[config.mk]
export PLATFORM = sky130hd
export DESIGN_NAME = bresolve_flat
export DESIGN_NICKNAME = d
export VERILOG_FILES = /design/src/rtl/bresolve.sv /design/src/rtl/bresolve_if.sv /design/src/flat_wrapper.sv
export SDC_FILE = /design/constraint.sdc
export NUM_CORES = 1
export LEC_CHECK = 0
export CAP_MARGIN = 20
export CORE_MARGIN = 4
export CORE_UTILIZATION = 40
export CTS_CLUSTER_SIZE = 12
export DETAILED_ROUTE_END_ITERATION = 6
export DONT_BUFFER_PORTS = 1
export HOLD_SLACK_MARGIN = 0.12
export PLACE_DENSITY = 0.56
export SYNTH_ARGS = -nofsm -noshare
export SYNTH_HDL_FRONTEND = slang
export SYNTH_SLANG_ARGS = --single-unit
[constraint.sdc]
create_clock -name clk -period 7.5 [get_ports clk]
set_input_delay 1.5 -clock clk [delete_from_list [all_inputs] [get_ports clk]]
set_output_delay 1.5 -clock clk [all_outputs]
set_load 0.01 [all_outputs]
[src/rtl/bresolve.sv]
// -----------------------------------------------------------------------------
// bresolve -- branch resolution unit.
//
// Compares each resolved instruction's real next PC with the prediction fetch
// used. On a mismatch it pulses a registered fetch redirect and spends one
// FLUSH cycle refusing wrong-path results. Branches and mispredicted
// instructions are queued as predictor training updates in a small FIFO.
// Branch and mispredict counts are kept in saturating counters.
//
// Ports:
//   clk          in   single clock, rising edge
//   rst          in   asynchronous, active-high reset
//   bus          slave modport of bresolve_if (res_*, redirect_*, upd_*, stat_*)
//   dbg_state_o  out  current FSM state (IDLE / FLUSH)
//
// Parameter:
//   UQ_DEPTH     update queue depth, a power of two from 2 to 16
// -----------------------------------------------------------------------------
package C;
  typedef logic [31:0] pc_t;

  typedef struct packed {
    pc_t  pcnext;
    logic taken;
  } bp_t;

  typedef enum logic {
    ST_IDLE  = 1'b0,
    ST_FLUSH = 1'b1
  } bres_state_e;

  typedef struct packed {
    pc_t  pc;
    logic taken;
    pc_t  target;
  } upd_entry_t;
endpackage

module bresolve
  import C::*;
#(
  parameter int UQ_DEPTH = 4
) (
  input  logic        clk,
  input  logic        rst,
  bresolve_if.slave   bus,
  output bres_state_e dbg_state_o
);

  localparam int AW = $clog2(UQ_DEPTH);

  // ---------------------------------------------------------------------------
  // State
  // ---------------------------------------------------------------------------
  bres_state_e state_q, state_d;

  // Pointers carry one extra wrap bit so full and empty can be told apart.
  logic [AW:0] wr_ptr_q, wr_ptr_d;
  logic [AW:0] rd_ptr_q, rd_ptr_d;
  upd_entry_t  mem_q [UQ_DEPTH];

  logic        redirect_valid_q, redirect_valid_d;
  pc_t         redirect_pc_q, redirect_pc_d;

  logic [31:0] stat_branches_q, stat_branches_d;
  logic [31:0] stat_mispred_q, stat_mispred_d;

  // ---------------------------------------------------------------------------
  // Resolution datapath
  // ---------------------------------------------------------------------------
  bp_t        pred;
  logic       taken_eff;
  pc_t        actual_next;
  logic       mispredict;
  logic       q_empty;
  logic       q_full;
  logic       res_ready;
  logic       accept;
  logic       push;
  logic       pop;
  upd_entry_t push_entry;

  assign pred = bus.res_pred;

  always_comb begin
    // Only a taken control-flow instruction leaves the sequential path.
    taken_eff   = bus.res_taken & bus.res_is_branch;
    actual_next = taken_eff ? bus.res_target : (bus.res_pc + pc_t'(32'd4));
    mispredict  = (actual_next != pred.pcnext) | (pred.taken != taken_eff);
  end

  always_comb begin
    q_empty = (wr_ptr_q == rd_ptr_q);
    q_full  = (wr_ptr_q[AW] != rd_ptr_q[AW]) &&
              (wr_ptr_q[AW-1:0] == rd_ptr_q[AW-1:0]);
  end

  // ready is a function of registered state and rst only, so there is no
  // path from res_valid. rst gates it so nothing is accepted during reset.
  assign res_ready  = ~rst & (state_q == ST_IDLE) & ~q_full;
  assign accept     = bus.res_valid & res_ready;
  assign push       = accept & (bus.res_is_branch | mispredict);
  assign pop        = ~q_empty & bus.upd_ready;
  assign push_entry = '{pc: bus.res_pc, taken: bus.res_taken, target: bus.res_target};

  // ---------------------------------------------------------------------------
  // FSM next state
  // ---------------------------------------------------------------------------
  always_comb begin
    state_d = state_q;
    case (state_q)
      ST_IDLE:  if (accept && mispredict) state_d = ST_FLUSH;
      ST_FLUSH: state_d = ST_IDLE;
      default:  state_d = ST_IDLE;
    endcase
  end

  // ---------------------------------------------------------------------------
  // Queue, redirect and counter next state
  // ---------------------------------------------------------------------------
  always_comb begin
    wr_ptr_d         = wr_ptr_q + (AW+1)'(push);
    rd_ptr_d         = rd_ptr_q + (AW+1)'(pop);

    redirect_valid_d = accept & mispredict;
    redirect_pc_d    = redirect_pc_q;
    if (accept && mispredict) redirect_pc_d = actual_next;

    // Counters stop at all-ones instead of wrapping.
    stat_branches_d  = stat_branches_q;
    if (accept && bus.res_is_branch && (stat_branches_q != 32'hFFFF_FFFF))
      stat_branches_d = stat_branches_q + 32'd1;

    stat_mispred_d   = stat_mispred_q;
    if (accept && mispredict && (stat_mispred_q != 32'hFFFF_FFFF))
      stat_mispred_d = stat_mispred_q + 32'd1;
  end

  // ---------------------------------------------------------------------------
  // Registers
  // ---------------------------------------------------------------------------
  always_ff @(posedge clk or posedge rst) begin
    if (rst) begin
      state_q          <= ST_IDLE;
      wr_ptr_q         <= '0;
      rd_ptr_q         <= '0;
      redirect_valid_q <= 1'b0;
      redirect_pc_q    <= '0;
      stat_branches_q  <= '0;
      stat_mispred_q   <= '0;
    end else begin
      state_q          <= state_d;
      wr_ptr_q         <= wr_ptr_d;
      rd_ptr_q         <= rd_ptr_d;
      redirect_valid_q <= redirect_valid_d;
      redirect_pc_q    <= redirect_pc_d;
      stat_branches_q  <= stat_branches_d;
      stat_mispred_q   <= stat_mispred_d;
    end
  end

  // Storage needs no reset: resetting the pointers empties the queue.
  always_ff @(posedge clk) begin
    if (push) mem_q[wr_ptr_q[AW-1:0]] <= push_entry;
  end

  // ---------------------------------------------------------------------------
  // Outputs
  // ---------------------------------------------------------------------------
  assign bus.res_ready      = res_ready;
  assign bus.redirect_valid = redirect_valid_q;
  assign bus.redirect_pc    = redirect_pc_q;
  assign bus.upd_valid      = ~q_empty;
  assign bus.upd_pc         = mem_q[rd_ptr_q[AW-1:0]].pc;
  assign bus.upd_taken      = mem_q[rd_ptr_q[AW-1:0]].taken;
  assign bus.upd_target     = mem_q[rd_ptr_q[AW-1:0]].target;
  assign bus.stat_branches  = stat_branches_q;
  assign bus.stat_mispred   = stat_mispred_q;
  assign dbg_state_o        = state_q;

endmodule

[src/rtl/bresolve_if.sv]
// -----------------------------------------------------------------------------
// bresolve_if -- bus bundle between execute, bresolve and the branch predictor.
//
// The PC and prediction types are type parameters so this file stands alone;
// instances pass C::pc_t / C::bp_t.
//
// Signal groups:
//   res_*      resolved instruction from execute (execute -> bresolve)
//   redirect_* one-cycle fetch redirect          (bresolve -> fetch)
//   upd_*      predictor training update          (bresolve -> predictor)
//   stat_*     branch / mispredict counters       (bresolve -> observers)
//
// Handshake rules (res_* and upd_*): a transfer happens on a rising clk edge
// where valid and ready are both 1. Nothing else has any effect. ready never
// depends combinationally on valid. The producer holds valid and the payload
// stable until the transfer.
//
// Modports:
//   slave  -- bresolve's view
//   master -- the environment's view (execute + fetch + predictor)
// -----------------------------------------------------------------------------
interface bresolve_if #(
  parameter type pc_t = logic [31:0],
  parameter type bp_t = logic [32:0]
);
  logic        res_valid;
  logic        res_ready;
  pc_t         res_pc;
  bp_t         res_pred;
  logic        res_is_branch;
  logic        res_taken;
  pc_t         res_target;

  logic        redirect_valid;
  pc_t         redirect_pc;

  logic        upd_valid;
  logic        upd_ready;
  pc_t         upd_pc;
  logic        upd_taken;
  pc_t         upd_target;

  logic [31:0] stat_branches;
  logic [31:0] stat_mispred;

  modport slave (
    input  res_valid, res_pc, res_pred, res_is_branch, res_taken, res_target,
    input  upd_ready,
    output res_ready,
    output redirect_valid, redirect_pc,
    output upd_valid, upd_pc, upd_taken, upd_target,
    output stat_branches, stat_mispred
  );

  modport master (
    output res_valid, res_pc, res_pred, res_is_branch, res_taken, res_target,
    output upd_ready,
    input  res_ready,
    input  redirect_valid, redirect_pc,
    input  upd_valid, upd_pc, upd_taken, upd_target,
    input  stat_branches, stat_mispred
  );
endinterface

[src/flat_wrapper.sv]
// flat-port wrapper written by rule: the top's interface ports become plain ports
module bresolve_flat import C::*;
#(
  parameter int UQ_DEPTH = 4
)
  (clk, rst, dbg_state_o, bus_res_valid, bus_res_pc, bus_res_pred, bus_res_is_branch, bus_res_taken, bus_res_target, bus_upd_ready, bus_res_ready, bus_redirect_valid, bus_redirect_pc, bus_upd_valid, bus_upd_pc, bus_upd_taken, bus_upd_target, bus_stat_branches, bus_stat_mispred);
  bresolve_if #(.pc_t(C::pc_t), .bp_t(C::bp_t)) bus_i ();
  input  logic clk;
  input  logic rst;
  output bres_state_e dbg_state_o;
  input wire logic [$bits(bus_i.res_valid)-1:0] bus_res_valid;
  input wire logic [$bits(bus_i.res_pc)-1:0] bus_res_pc;
  input wire logic [$bits(bus_i.res_pred)-1:0] bus_res_pred;
  input wire logic [$bits(bus_i.res_is_branch)-1:0] bus_res_is_branch;
  input wire logic [$bits(bus_i.res_taken)-1:0] bus_res_taken;
  input wire logic [$bits(bus_i.res_target)-1:0] bus_res_target;
  input wire logic [$bits(bus_i.upd_ready)-1:0] bus_upd_ready;
  output wire logic [$bits(bus_i.res_ready)-1:0] bus_res_ready;
  output wire logic [$bits(bus_i.redirect_valid)-1:0] bus_redirect_valid;
  output wire logic [$bits(bus_i.redirect_pc)-1:0] bus_redirect_pc;
  output wire logic [$bits(bus_i.upd_valid)-1:0] bus_upd_valid;
  output wire logic [$bits(bus_i.upd_pc)-1:0] bus_upd_pc;
  output wire logic [$bits(bus_i.upd_taken)-1:0] bus_upd_taken;
  output wire logic [$bits(bus_i.upd_target)-1:0] bus_upd_target;
  output wire logic [$bits(bus_i.stat_branches)-1:0] bus_stat_branches;
  output wire logic [$bits(bus_i.stat_mispred)-1:0] bus_stat_mispred;
  assign bus_i.res_valid = bus_res_valid;
  assign bus_i.res_pc = bus_res_pc;
  assign bus_i.res_pred = bus_res_pred;
  assign bus_i.res_is_branch = bus_res_is_branch;
  assign bus_i.res_taken = bus_res_taken;
  assign bus_i.res_target = bus_res_target;
  assign bus_i.upd_ready = bus_upd_ready;
  assign bus_res_ready = bus_i.res_ready;
  assign bus_redirect_valid = bus_i.redirect_valid;
  assign bus_redirect_pc = bus_i.redirect_pc;
  assign bus_upd_valid = bus_i.upd_valid;
  assign bus_upd_pc = bus_i.upd_pc;
  assign bus_upd_taken = bus_i.upd_taken;
  assign bus_upd_target = bus_i.upd_target;
  assign bus_stat_branches = bus_i.stat_branches;
  assign bus_stat_mispred = bus_i.stat_mispred;
  bresolve #(.UQ_DEPTH(UQ_DEPTH)) u_core (.clk(clk), .rst(rst), .bus(bus_i), .dbg_state_o(dbg_state_o));
endmodule
Yosys cells after proc, flatten, opt, wreduce, memory -nomap -nowiden
Memory sizes are Yosys's and may differ from the RTL's.
Index checks and enable logic that the tools add are counted.
Cells by class
  equality and inequality tests: 7
  bitwise logic cells: 13
  muxes and demuxes: 5
  reductions and logical operators: 5
  $add $sub $neg: 5
Operators by type and width (count)
  $add 32x1->32 const B: 2
  $ne 32x32->1 const B: 2
  $add 32x3->32 const B: 1
  $mux 32: 1
  $ne 32x32->1: 1
  $and 1x1->1: 7
  $add 3x1->3: 2
  $logic_and 1x1->1: 5
  $not 1->1: 4
  $eq 3x3->1: 1
  $mux 1: 3
  $eq 2x2->1: 1
  $ne 1x1->1: 2
  $or 1x1->1: 2
  $pmux 1 s2: 1
Storage, ports and cells
  logic and storage cells: 43
  input port bits: 103
  memory bits (writable): 260
  bits in registers: 104
  memories kept: 1
  output and inout bits: 165
Memory list
  u_core.mem_q: depth 4, bits a word 65, read ports 1, clocked after Yosys merged registers in 0, write ports 1, RTL line bresolve.sv:60  | upd_entry_t mem_q [UQ_DEPTH];

Logic depth before layout (Yosys ltp)
  word-level depth: 8
  gate-level depth with buffers: 15
  mapped depth without buffers: 13

Worst setup path after synthesis
OpenSTA, ideal clock, no wires.
  path kind: in2reg
  start point: in bus_res_pc[5]
  end point: mem u_core.mem_q[2][0] in the netlist's numbering, enable pin
  data arrival time: 8.673 ns
  setup slack: -1.755 ns
  path buffers: 3
  stages: 12
  data required time: 6.919 ns
  setup time: 0.581 ns
  cells stage by stage: buf_4 > nand4_4 > or4_1 > clkbuf_1 > or3_1 > xor2_1 > mux2_2 > o221ai_1 > nor4_2 > buf_2 > a21o_1 > nor3b_1
On the way
  word-level cells in the longest chain between the ends: 8
RTL lines
  from (decl): RTL line flat_wrapper.sv:12  | input wire logic [$bits(bus_i.res_pc)-1:0] bus_res_pc;
  $add 32x3->32: RTL line bresolve.sv:88  | actual_next = taken_eff ? bus.res_target : (bus.res_pc + pc_t'(32'd4));
  $mux 32: RTL line bresolve.sv:88
  $ne 32x32->1: RTL line bresolve.sv:89  | mispredict = (actual_next != pred.pcnext) | (pred.taken != taken_eff);
  $or 1x1->1: RTL line bresolve.sv:89
  $or 1x1->1: RTL line bresolve.sv:102  | assign push = accept & (bus.res_is_branch | mispredict);
  $and 1x1->1: RTL line bresolve.sv:102
  $mux 1: RTL line bresolve.sv:164  | if (push) mem_q[wr_ptr_q[AW-1:0]] <= push_entry;
  $mux 1 (not written as such): RTL line bresolve.sv:164
  to (decl): RTL line bresolve.sv:60
Every way passes these cells.

Final worst setup path
  start point: in bus_res_pc[2]
  end point: mem u_core.mem_q[0][16] in the netlist's numbering, enable pin
Same word-level chain as after synthesis.

==> results by group <==
Synthesis
  – XOR/XNOR Fraction of Synth Area: 6.99%
  – Post-synth EDFFs: 260
  – Synthesis Warnings: 0
  – Syn Nets: 1196
  – Syn_area_per_cell: 14.9 um2
  – Synth Area in Adders: 0.541%
  – #FFs+latches synth: 364
  – Mux share of post-synthesis cell area: 11.6%
  – Synth cell types: 69
  – Compound-Gate Fraction of Synth Area: 4.24%
  – Mapped cell area: 0.0162 mm2
  – Ys async rst share: 28.6%
  – Most common flop cell mapped by yosys: edfxtp_1
  – Largest family of logic cells by synthesized area: multiplexers
  – Sequential area share after synthesis: 64.3%
  – Cells after synthesis: 1086
  – Synth Area in Simple Gates: 10.5%

STA
  – Setup violators final: 0
  – Final hold violations: 0
  – Fin crit period: 5.28 ns
  – RSZ-0062 raised after global routing: no
  – F_max: 189 MHz
  – Max_slew headroom: 30.2%
  – Final Skew: 0.0151 ns
  – Setup TNS: 0 ns
  – Tightest Pin Transition: 1.05 ns
  – Final Max Tran Viols: 0
  – Final period util: 70.4%

Clock network
  – Post-CTS Resized: 0
  – Num Clock Sinks: 364
  – Postcts setup bufs: 0
  – Max Root-Sink Buffers: 3
  – Post-cts hold buffer count: 0
  – CTS tree: built
  – Clk Latency, worst-skew pair: 0.56 ns
  – H-Tree Depth: 2
  – Worst-path clk slew: 0.06 ns
  – Root Buffer: clkbuf_16
  – Total CTS buffers: 41

Worst setup path
  – Worst path arrival time: 5.44 ns
  – Worst path most repeated cell: buf_4
  – Worst Path Required: 7.66 ns
  – Critical Path, Cell by Cell: ha_1 -> nand4_2 -> nor3_1 -> nand3_1 -> mux2_2 -> a211oi_1 -> nand4_1 -> nor4_4 -> buf_4 -> a21o_1 -> nor3_4 -> buf_4
  – Critical Path Start Type: input pin
  – Critical path's slowest cell: nor3_1
  – Crit path kind: in -> reg
  – Crit. End Element: flip-flop
  – CP peak stage delay: 0.77 ns
  – Worst-path fanout max: 65

Global route
  – Total grt overflow: 0
  – Largest net degree at the start of global routing: 73
  – Global-route wire length before repair: 64900 um
  – Initial antenna violation count: 1
  – Vias in the first global route: 9579
  – Total GRT Usage: 19.7%

Cells and area
  – Nets@finish: 1206
  – Share of cells above drive strength 1: 14.4%
  – Filler cells: 3591
  – Seq. cell area: 0.0104 mm2
  – Multi-input gate area: 0.00553 mm2
  – Non-Filler Instances: 1655
  – Area Overhead vs Synth: 11.8%

Die
  – Die height: 209 um
  – Core area: 0.0398 mm2
  – Initial Utilization: 40.6%
  – I/O pin count: 268
  – Die W: 209 um
  – Die ar.: 0.0437 mm2
  – Row count: 73

Drt
  – Vias: 9410
  – Metal2 WL: 21100 um
  – Drt total wl: 43900 um
  – Drt pass-1 iters: 5
  – Wire length on met1: 17400 um
  – ANT nets after route: 0
  – Vias/cell: 5.69
  – Top sig layer: met5
  – DRT iter0 DRCs: 685
  – DR WL met3: 4440 um
  – WL/cell: 26.5 um
  – Post-route DRC: 0

Placed design
  – Inst Count DP: 1578
  – Port bufs: 0
  – HPWL after DPL: 30900 um
  – GP Congestion: 0.901

Power and ir drop
  – Power Density: 326 mW/mm2
  – Peak VDD IR: 0.195 mV
  – Leakage: 6.41 nW

Run status
  – Outcome: complete, no violations

Job
  – Max_cap viols: 0

Hold path
  – Hold/Removal Path Class: reg -> reg
## stage by stage
stage,setup slack [ns],instance area [um2],total power [mW],utilization (%),hold WS [ns]
6_report,2.22,18100,5.90,45.4,0.491
5_1_grt,1.82,18100,6.17,45.4,0.522
4_1_cts,2.29,18100,6.00,45.4,0.493
3_5_place_dp,1.71,16800,4.07,42.2,0.485
3_3_place_gp,1.84,16800,4.05,42.2,0.481
2_1_floorplan,0.342,16200,3.65,-,0.462
## per-layer routing
metal	vias to the layer above	track usage [%]
met5	-	0
met1	4803	25.2
met2	330	31.5
met4	2	5.15
li1	4207	-
met3	68	7.82
## final timing paths
kind,cells past startpoint,slack (ns),start,end
setup / recovery,12,2.22,bus_res_pc[2],u_core.mem_q[0][16]
hold / removal,1,0.49,u_core.rd_ptr_q[2],u_core.rd_ptr_q[2]
setup reg to reg,10,3.43,u_core.rd_ptr_q[0],u_core.bus.stat_branches[29]
hold reg to reg,1,0.49,u_core.rd_ptr_q[2],u_core.rd_ptr_q[2]
max in group asynchronous,2,5.27,rst,u_core.rd_ptr_q[1]
min in group asynchronous,1,0.82,rst,u_core.bus.stat_mispred[27]
## registers in the layout (all words and copies together) (netlist names)
| signal | count |
|---|---|
| u_core.mem_q | 260 |
| u_core.bus.redirect_pc | 32 |
| u_core.bus.stat_branches | 32 |
| u_core.bus.stat_mispred | 32 |
| u_core.rd_ptr_q | 3 |
| u_core.wr_ptr_q | 3 |
| u_core.bus.redirect_valid | 1 |
| u_core.dbg_state_o | 1 |
## placed cells by master (no fill, tap or decap), drive strengths merged, types with 3 or more instances in the layout
cell type,synthesis,layout
a2111oi,3,3
a31oi,9,9
dfrtp,104,104
a21o,3,3
nand3,40,40
a211oi,7,7
edfxtp,260,260
mux2i,3,3
o21ai,30,30
nand2,77,77
or3,10,10
nor3,23,23
buf,26,13
xnor2,51,51
clkinv,0,10
and2,8,8
nor3b,4,4
or4,9,9
and3,21,21
nor2,52,52
or2,4,4
nand2b,4,4
mux4,65,65
o31ai,5,5
nor4,27,27
a21oi,12,12
clkbuf,20,59
mux2,34,34
xor2,73,73
ha,7,7
nor2b,3,3
inv,22,24
nand4,25,25
and4,6,6
o41ai,4,4
## final cells by class
type	count	area share, %
diodes	2	0.0277
clock buffers	59	6.28
clock inverters	16	0.789
inverters	22	0.470
multi-input cells	654	30.6
flip-flops and latches	364	57.6
well taps	525	3.63
repair buffers	13	0.609
## critical path, delay by kind of cell
| kind | cells | cell delay [ns] |
|---|---|---|
| compound gates | 2 | 0.67 |
| fa+ha+maj | 1 | 0.25 |
| buf+inv | 2 | 0.84 |
| mux | 1 | 0.32 |
| simple gates | 6 | 1.77 |
## logic make-up (layout without fill, tap and decap cells)
logic type | count (synthesis) | after routing
flops | 364 | 364
simple gates | 319 | 319
xor+xnor | 126 | 126
mux | 102 | 102
compound gates | 100 | 100
buf+inv | 68 | 110
fa+ha+maj | 7 | 7
other cells | 0 | 2
## synthesized netlist by cell type (3+ instances only)
master	instances	share of area, %
edfxtp_1	260	48
dfrtp_1	104	16
nand2_1	77	1.8
xor2_1	73	4.0
mux4_2	65	9.0
nor2_1	52	1.2
xnor2_1	51	2.8
nand3_1	39	1.2
mux2_1	30	2.1
o21ai_0	30	0.93
nor4_1	24	0.93
nand4_1	23	0.89
nor3_1	23	0.71
inv_1	22	0.51
and3_1	21	0.81
clkbuf_1	20	0.46
buf_1	14	0.32
a21oi_1	12	0.37
or3_1	10	0.39
a31oi_1	9	0.35
and2_1	8	0.31
or4_1	8	0.37
a211oi_1	7	0.32
ha_1	7	0.54
and4_1	6	0.32
buf_2	5	0.15
o31ai_1	5	0.23
buf_4	4	0.19
mux2_2	4	0.28
nand2b_1	4	0.15
nor3b_1	4	0.19
o41ai_1	4	0.22
or2_2	4	0.15
a2111oi_0	3	0.16
a21o_1	3	0.14
buf_6	3	0.21
mux2i_1	3	0.19
nor2b_1	3	0.12
nor4_2	3	0.23
## report_power, final
part / internal (mW) / switching, mW / leakage (nW) / total (mW)
Sequential: 2.46 / 0.308 / 3.69 / 2.77
Clock: 1.13 / 0.794 / 0.619 / 1.92
Combinational: 0.516 / 0.687 / 2.10 / 1.20
No activity file was read; power rests on OpenSTA's default activity.
